## config.mk

```make
export PLATFORM = sky130hd
export DESIGN_NAME = cordic_share_arb
export DESIGN_NICKNAME = d
export VERILOG_FILES = /design/src/rtl/cordic_share_arb_pkg.sv /design/src/rtl/cordic_share_arb_rr_pick.sv /design/src/rtl/cordic_share_arb.sv
export SDC_FILE = /design/constraint.sdc
export NUM_CORES = 1
export LEC_CHECK = 0
export ABC_AREA = 1
export BUFFER_PORTS_ARGS = -buffer_cell sky130_fd_sc_hd__buf_2
export CAP_MARGIN = 20
export CORE_ASPECT_RATIO = 1.1
export CORE_MARGIN = 3
export CORE_UTILIZATION = 52
export DETAILED_ROUTE_END_ITERATION = 12
export PLACE_DENSITY = 0.88
export RECOVER_POWER = 50
export SLEW_MARGIN = 15
export SYNTH_ARGS = -nofsm -noshare
export SYNTH_HDL_FRONTEND = slang
export SYNTH_HIERARCHICAL = 1
export SYNTH_SLANG_ARGS = --single-unit
```

## constraint.sdc

```tcl
create_clock -name Clk_i -period 6.41 [get_ports Clk_i]
set_input_delay 1.923 -clock Clk_i [delete_from_list [all_inputs] [get_ports Clk_i]]
set_output_delay 1.923 -clock Clk_i [all_outputs]
set_load 0.02 [all_outputs]
```

## src/rtl/cordic_share_arb_pkg.sv

```systemverilog
// Shared constants and FSM encoding for the shared CORDIC sine-core arbiter.
package cordic_share_arb_pkg;

    localparam int unsigned CORDIC_N_REQ   = 4;
    localparam int unsigned CORDIC_W       = 16;
    localparam int unsigned CORDIC_TIMEOUT = 64;

    typedef enum logic [1:0] {
        ST_IDLE   = 2'd0,
        ST_ISSUE  = 2'd1,
        ST_WAIT   = 2'd2,
        ST_RETURN = 2'd3
    } arb_state_e;

endpackage : cordic_share_arb_pkg

```

## src/rtl/cordic_share_arb_rr_pick.sv

```systemverilog
// Round-robin picker: one-hot grant for the first requester after ptr_i.
module rr_pick #(
    parameter int unsigned N_REQ = 4,
    parameter int unsigned PW    = 2
) (
    input  logic [N_REQ-1:0] req_i,
    input  logic [PW-1:0]    ptr_i,
    output logic [N_REQ-1:0] grant_o
);

    logic [PW-1:0] idx;
    logic          found;

    // Scan ptr+1, ptr+2, ... ptr (wrapping); first active request wins.
    always_comb begin
        grant_o = '0;
        found   = 1'b0;
        idx     = '0;
        for (int i = 1; i <= int'(N_REQ); i++) begin
            idx = PW'((int'(ptr_i) + i) % int'(N_REQ));
            if (!found && req_i[idx]) begin
                grant_o[idx] = 1'b1;
                found        = 1'b1;
            end
        end
    end

endmodule : rr_pick

```

## src/rtl/cordic_share_arb.sv

```systemverilog
// Arbitrates N_REQ requesters onto one shared sine core, one transaction at a time.
module cordic_share_arb
    import cordic_share_arb_pkg::*;
#(
    parameter int unsigned N_REQ   = CORDIC_N_REQ,
    parameter int unsigned W       = CORDIC_W,
    parameter int unsigned TIMEOUT = CORDIC_TIMEOUT
) (
    input  logic               Clk_i,
    input  logic               Rst_i,
    input  logic [N_REQ-1:0]   Req_i,
    input  logic [N_REQ*W-1:0] Angle_i,
    output logic [N_REQ-1:0]   Ack_o,
    output logic [W-1:0]       Res_o,
    output logic [N_REQ-1:0]   ResVal_o,
    output logic               Err_o,
    output logic [W-1:0]       CoreAngle_o,
    output logic               CoreVal_o,
    input  logic [W-1:0]       CoreSine_i,
    input  logic               CoreDone_i
);

    localparam int unsigned PW = (N_REQ > 1) ? $clog2(N_REQ) : 1;
    localparam int unsigned CW = $clog2(TIMEOUT + 1);

    arb_state_e       state_q, state_d;
    logic [PW-1:0]    ptr_q, ptr_d;
    logic [PW-1:0]    win_q, win_d;
    logic [CW-1:0]    cnt_q, cnt_d;
    logic [CW-1:0]    cnt_inc;
    logic             terr_q, terr_d;
    logic [N_REQ-1:0] ack_q, ack_d;
    logic [N_REQ-1:0] resval_q, resval_d;
    logic             err_q, err_d;
    logic             coreval_q, coreval_d;
    logic [W-1:0]     angle_q, angle_d;
    logic [W-1:0]     res_q, res_d;
    logic [N_REQ-1:0] grant;
    logic [PW-1:0]    grant_idx;
    logic             timeout_hit;

    rr_pick #(
        .N_REQ (N_REQ),
        .PW    (PW)
    ) u_rr_pick (
        .req_i   (Req_i),
        .ptr_i   (ptr_q),
        .grant_o (grant)
    );

    // One-hot grant to binary index.
    always_comb begin
        grant_idx = '0;
        for (int k = 0; k < int'(N_REQ); k++) begin
            if (grant[k]) grant_idx = PW'(k);
        end
    end

    assign cnt_inc     = cnt_q + CW'(1);
    assign timeout_hit = (cnt_inc == CW'(TIMEOUT - 1));

    // State register.
    always_ff @(posedge Clk_i) begin
        if (Rst_i) state_q <= ST_IDLE;
        else       state_q <= state_d;
    end

    // Next-state logic.
    always_comb begin
        state_d = state_q;
        case (state_q)
            ST_IDLE:   if (|Req_i) state_d = ST_ISSUE;
            ST_ISSUE:  state_d = ST_WAIT;
            ST_WAIT:   if (CoreDone_i || timeout_hit) state_d = ST_RETURN;
            ST_RETURN: state_d = ST_IDLE;
            default:   state_d = ST_IDLE;
        endcase
    end

    // Output and datapath next values; everything lands in registers.
    always_comb begin
        ack_d     = '0;
        coreval_d = 1'b0;
        resval_d  = '0;
        err_d     = 1'b0;
        angle_d   = angle_q;
        res_d     = res_q;
        ptr_d     = ptr_q;
        win_d     = win_q;
        cnt_d     = cnt_q;
        terr_d    = terr_q;
        case (state_q)
            ST_IDLE: begin
                if (|Req_i) begin
                    ack_d   = grant;
                    win_d   = grant_idx;
                    angle_d = Angle_i[int'(grant_idx)*W +: W];
                end
            end
            ST_ISSUE: begin
                coreval_d = 1'b1;
                cnt_d     = '0;
            end
            ST_WAIT: begin
                if (CoreDone_i) begin
                    res_d  = CoreSine_i;
                    terr_d = 1'b0;
                end else begin
                    cnt_d = cnt_inc;
                    if (timeout_hit) begin
                        res_d  = '0;
                        terr_d = 1'b1;
                    end
                end
            end
            ST_RETURN: begin
                resval_d[win_q] = 1'b1;
                err_d           = terr_q;
                ptr_d           = win_q;
            end
            default: ;
        endcase
    end

    // Datapath and output registers.
    always_ff @(posedge Clk_i) begin
        if (Rst_i) begin
            ptr_q     <= PW'(N_REQ - 1);
            win_q     <= '0;
            cnt_q     <= '0;
            terr_q    <= 1'b0;
            ack_q     <= '0;
            resval_q  <= '0;
            err_q     <= 1'b0;
            coreval_q <= 1'b0;
            angle_q   <= '0;
            res_q     <= '0;
        end else begin
            ptr_q     <= ptr_d;
            win_q     <= win_d;
            cnt_q     <= cnt_d;
            terr_q    <= terr_d;
            ack_q     <= ack_d;
            resval_q  <= resval_d;
            err_q     <= err_d;
            coreval_q <= coreval_d;
            angle_q   <= angle_d;
            res_q     <= res_d;
        end
    end

    assign Ack_o       = ack_q;
    assign ResVal_o    = resval_q;
    assign Err_o       = err_q;
    assign CoreVal_o   = coreval_q;
    assign CoreAngle_o = angle_q;
    assign Res_o       = res_q;

endmodule : cordic_share_arb

```

==> results of run 1 <==
## synthesized netlist by cell type (3+ instances only)
master	instances	area, um^2
nand2_1	74	277.8
nand3_2	11	110.1
buf_2	4	20.02
a21oi_1	17	85.08
a21oi_2	10	87.58
nor3_1	3	15.01
clkbuf_1	12	45.04
dfxtp_1	56	1121
nor2_1	78	292.8
nand2_2	4	25.02
inv_1	35	131.4
nand3_1	39	195.2
nor2_2	3	18.77
o21ai_0	51	255.2
a31oi_1	16	100.1
ha_1	15	187.7
## registers in the layout, indices dropped and copies added, names as in the netlist
| register | count |
|---|---|
| Res_o | 16 |
| win_q | 2 |
| terr_q | 1 |
| ptr_q | 2 |
| Err_o | 1 |
| CoreVal_o | 1 |
| Ack_o | 4 |
| cnt_q | 7 |
| CoreAngle_o | 16 |
| ResVal_o | 4 |
| state_q | 2 |
## path summary, 6_finish.rpt
check            from              end  slack (ns)  depth (start not counted)
max          Req_i[2]  CoreAngle_o[12]        1.98                         12
min reg2reg  cnt_q[4]         cnt_q[4]        0.48                          2
min          cnt_q[4]         cnt_q[4]        0.48                          2
max reg2reg  ptr_q[0]  CoreAngle_o[12]        2.57                         13
## per-stage QoR
| stage | util, % | setup slack, ns |
|---|---|---|
| 6_report | 65.65 | 1.984 |
| 5_1_grt | 65.65 | 1.679 |
| 4_1_cts | 66.59 | 2.026 |
| 3_5_place_dp | 65.11 | 1.678 |
| 3_3_place_gp | 65.11 | 1.851 |
| 2_1_floorplan | - | 2.903 |
## cell type report
| cell class | instances | area, um^2 |
|---|---|---|
| fillers | 540 | 1994 |
| multi-input cells | 333 | 1775 |
| flip-flops and latches | 56 | 1121 |
| repair buffers | 128 | 585.6 |
| inverters | 39 | 146.4 |
| well taps | 77 | 96.34 |
| clock buffers | 6 | 72.57 |
| clock inverters | 2 | 13.76 |
## power by group
group          leakage (nW)  switching, mW  internal, mW  total [mW]
Clock                0.0456          0.115        0.0783       0.193
Sequential            0.458         0.0531         0.423       0.476
Combinational          1.15          0.522         0.222       0.744
## layer usage
metal / share of wire [%] / routed length (um) / global-route usage [%]
met5: 0 / 0 / 0
met2: 50 / 4268 / 40.44
met1: 40 / 3432 / 28.17
met3: 7.0 / 591 / 5.487
met4: 2.4 / 208 / 10.14
## cells by family (layout without fill, tap and decap cells)
group                    count (synthesis)  after routing
AO/OA/AOI/OAI                           99             99
adder cells (fa/ha/maj)                 15             15
buffers and inverters                   57            175
flip-flops                              56             56
AND/OR/NAND/NOR                        219            219
## worst reg2reg max path, cell delays in order, from the launching register on
cell,delay (ns)
dfxtp_1,0.61
inv_2,0.21
ha_1,0.38
inv_1,0.08
nand3_2,0.14
nand2_4,0.09
nand2_4,0.08
inv_2,0.05
nand3_1,0.06
nand3_1,0.50
a21oi_2,0.74
inv_1,0.41
o21ai_0,0.27
a31oi_1,0.11
==> flow_metrics.tcl, run 1 <==
set metrics [dict create \
    outcome "finished, final reports clean" \
    slowest_delay_ns 0.74 \
    hold_violations 0 \
    seq_area_frac_synth_pct 35.85 \
    fin_area_mm2 0.003811 \
    path_buf_inv 3 \
    synth-xor-area-share_pct 0 \
    cts_buffer_depth 2 \
    io_pins 129 \
    first_pass_iters 5 \
    synth_compound_area_share_pct 18.49 \
    wl_um 8500 \
    startpoint_type "primary input" \
    grt_remaining_overflow 0 \
    antenna_cells 0 \
    grt.total_usage_pct 23.64 \
    clk_latency_ns 0.31 \
    numPortBuffers 128 \
    period_needed_ns 4.426 \
    finalPower_mw 1.413 \
    maxCapViolCount 0 \
    worstPathCellList "buf_2, nand2_1, nand3_2, nand2_4, nand2_4, inv_2, nand3_1, nand3_1, a21oi_2, inv_1, o21ai_0, a31oi_1" \
    syn_avg_cell_area_um2 7.011 \
    final_net_count 665 \
    synthCells 446 \
    cts_buffers 5 \
    post_cts_buffers 0 \
    grt_pass1_wl_um 13340 \
    p_per_area_mw_per_mm2 370.8 \
    post_drt_wl_per_cell_um 13.26 \
    viasPerCell 5.390 \
    syn_to_final_growth_pct 21.89 \
    gp_congestion 0.9295 \
    place_inst 633 \
    final_cell_mix "buf_2 (84), nor2_1 (78), nand2_1 (74)" \
    min_path_type "reg -> reg" \
    maxSlewViolCount 0 \
    vias 3455 \
    yosys.cell_types.count 30 \
    cp-end-kind "register" \
    layout.cells.non_filler 641 \
    finalSetupTns_ns 0 \
    cts_root_buf "clkbuf_8" \
    rsz0062_at_grt "false" \
    synth_top_family_by_area "simple AND/OR/NAND/NOR gates" \
    clock_skew_ns 0.01507 \
    leakage_nw 1.657 \
    synth_nets 548 \
    worst-endpoint-required_ns 6.59 \
    ys.flop_type "dfxtp_1" \
    final_common_cell "buf_2" \
    cpLargestDelayFamily "compound AO/OA/AOI/OAI gates" \
    antenna_found_initial 0 \
    holdWs_ns 0.4820 \
    cts_resized 0 \
    drc 0 \
    muxShareOfSynthArea_pct 0 \
    ant_nets 0 \
    ys_ff_latch 56 \
    period_share_pct 69.05 \
    arrival_ns 4.60 \
    place_area_mm2 0.003780 \
    core-area_mm2 0.005806 \
    synthAdderAreaFrac_pct 6.002 \
    dieHeight_um 87.33 \
    worstSetupPathType "in -> reg" \
    cts_tree "built" \
    cts.sinks 56 \
    worstMarginPinSlew_ns 1.368 \
    setup_violations 0 \
    irDropWorstVdd_uv 219.7 \
    dp.final_hpwl_um 6411 \
    yosys.area_share.simple_pct 32.29 \
    start_util_pct 53.86 \
    row_count 29 \
    critPathSlowestCell "a21oi_2" \
    yosysWarnings 6 \
    fp.dieW_um 79.94 \
    synth_area_mm2 0.003127 \
    clk_pin_slew_ns 0.10 \
    grt_pass1_vias 3019 \
    dieArea_mm2 0.006980 \
    drtIter0Drc 287 \
    htree_levels 2 \
    drive_gt1_share_pct 22.70 \
    hold_buffers 0 \
    max-slew-margin-rel_pct 8.802 \
    synth_edf_count 0 \
    ys_async_sr_fraction_pct 0 \
    fmax_mhz 225.9 \
    grt_start_max_net_pins 37 \
    worst-path-max-fanout 18 \
]
Power figures use the tool's default switching activity.
==> run 2: changes to the inputs <==
CORE_UTILIZATION = 48   (was 52)
PLACE_DENSITY = 0.82   (was 0.88)
clock period = 4.1 ns   (was 6.41 ns; I/O delays follow)
==> run 2 against run 1 <==
Against the previous run: clock power is 56% higher; clock skew grew 0.0037 ns; flip-flop and latch count is the same; largest power group unchanged.
==> flow_metrics.tcl, run 2 (same netlist as run 1, synthesis figures left out) <==
set metrics [dict create \
    drive_gt1_share_pct 25.18 \
    cts_root_buf "clkbuf_8" \
    final_common_cell "buf_2" \
    crit_start "ptr_q[0]" \
    grt_start_max_net_pins 37 \
    grt_pass1_wl_um 14000 \
    r2r_end "CoreAngle_o[8]" \
    min_to "ResVal_o[0]" \
    multi_input_area_mm2 0.001775 \
    vias 3398 \
    start_util_pct 50.18 \
    numPortBuffers 128 \
    maxCapViolCount 0 \
    slowest_delay_ns 0.60 \
    cp-end-kind "register" \
    setup_violations 0 \
    leakage_nw 1.723 \
    fillers 618 \
    max-slew-margin-rel_pct 13.32 \
    finalSetupTns_ns 0 \
    fp.dieW_um 82.96 \
    holdWs_ns 0.4697 \
    critPathSlowestCell "dfxtp_1" \
    final_cell_mix "buf_2 (96), nor2_1 (78), nand2_1 (74)" \
    htree_levels 2 \
    dp.final_hpwl_um 6439 \
    worstSetupPathType "reg -> reg" \
    r2r-start "ptr_q[0]" \
    clk_latency_ns 0.31 \
    rsz0062_at_grt "false" \
    arrival_ns 3.63 \
    maxSlewViolCount 0 \
    worst-endpoint-required_ns 4.28 \
    layout.cells.non_filler 648 \
    irDropWorstVdd_uv 337.1 \
    drtIter0Drc 215 \
    worstMarginPinSlew_ns 1.300 \
    grt.total_usage_pct 21.97 \
    row_count 30 \
    clock_skew_ns 0.01876 \
    finalPower_mw 2.227 \
    hold_violations 0 \
    period_needed_ns 3.458 \
    drc 0 \
    cts_buffers 5 \
    worst-path-max-fanout 18 \
    fin_area_mm2 0.003856 \
    gp_congestion 0.8913 \
    crit_path_frequent_cell "inv_1" \
    antenna_cells 0 \
    grt_remaining_overflow 0 \
    cts_tree "built" \
    r2r_slack_ns 0.64 \
    seqCellArea_mm2 0.001121 \
    cts_resized 0 \
    period_share_pct 84.34 \
    antenna_found_initial 0 \
    ant_nets 0 \
    post_drt_wl_per_cell_um 13.05 \
    hold_buffers 0 \
    viasPerCell 5.244 \
    core-area_mm2 0.006231 \
    grt_pass1_vias 3172 \
    fmax_mhz 289.2 \
    hold_depth 1 \
    first_pass_iters 5 \
    place_area_mm2 0.003814 \
    reg2reg_depth 14 \
    dieArea_mm2 0.007520 \
    worstPathCellList "inv_2, ha_1, inv_1, nand3_2, nand2_4, nand2_4, nor2_4, nand2_1, nand3_1, inv_1, a21oi_2, inv_1, o21ai_0, a31oi_1" \
    clk_pin_slew_ns 0.10 \
    hold_path_startpoint "win_q[0]" \
    syn_to_final_growth_pct 23.33 \
    dieHeight_um 90.65 \
    p_per_area_mw_per_mm2 577.5 \
    cts_buffer_depth 2 \
    startpoint_type "register" \
    wl_um 8457 \
    place_inst 640 \
    outcome "finished, final reports clean" \
    cts.sinks 56 \
    io_pins 129 \
    post_cts_buffers 0 \
    min_path_type "reg -> reg" \
    final_net_count 669 \
]
run 2: cell count changes in the layout (fill, tap and decap cells not counted):
cell / before / now
buf_2: 84 / 96
buf_4: 0 / 3
clkbuf_1: 45 / 34
run 2: worst max-delay path: cells and delay by family, from the launching register on:
kind | cells | cell delay (ns)
buf+inv | 4 | 0.79
compound gates | 3 | 0.91
flops | 1 | 0.60
fa+ha+maj | 1 | 0.38
simple gates | 6 | 0.66
run 2: stage by stage:
step	util [%]	setup slack, ns
after floorplan	-	1.286
after global placement	61.20	0.6192
after detailed placement	61.20	0.4819
after CTS	62.59	0.6932
after global routing	61.89	0.3195
final	61.89	0.6420
run 2: area by class of cell:
type / instances / share of cell area, %
clock buffer: 6 / 1.882
timing repair buffer: 132 / 16.26
inverter: 39 / 3.796
clock inverter: 2 / 0.3569
tap: 80 / 2.596
multi-input combinational: 333 / 46.04
sequential: 56 / 29.07
run 2: worst max path at each step:
stage,end,slack [ns],cells after the start
final,CoreAngle_o[8],0.64,14
after floorplan,CoreAngle_o[10],1.29,13
after CTS,CoreAngle_o[8],0.69,14
after global placement,CoreAngle_o[0],0.62,13
after detailed placement,CoreAngle_o[10],0.48,13
after global routing,CoreAngle_o[6],0.32,14
run 2: where the power goes:
| part | internal [mW] | switching (mW) | leakage (nW) |
|---|---|---|---|
| logic | 0.370 | 0.819 | 1.22 |
| registers | 0.661 | 0.0757 | 0.458 |
| clock network | 0.122 | 0.179 | 0.0456 |
| total | 1.15 | 1.07 | 1.72 |
run 2: routing by layer:
layer,track usage (%),part of all wire [%],vias up,wire [um]
met5,0,0,-,0
li1,-,-,1708,-
met2,37.50,48,144,4100
met1,26.84,42,1526,3543
met4,9.537,2.3,0,197
met3,4.106,7.3,20,614
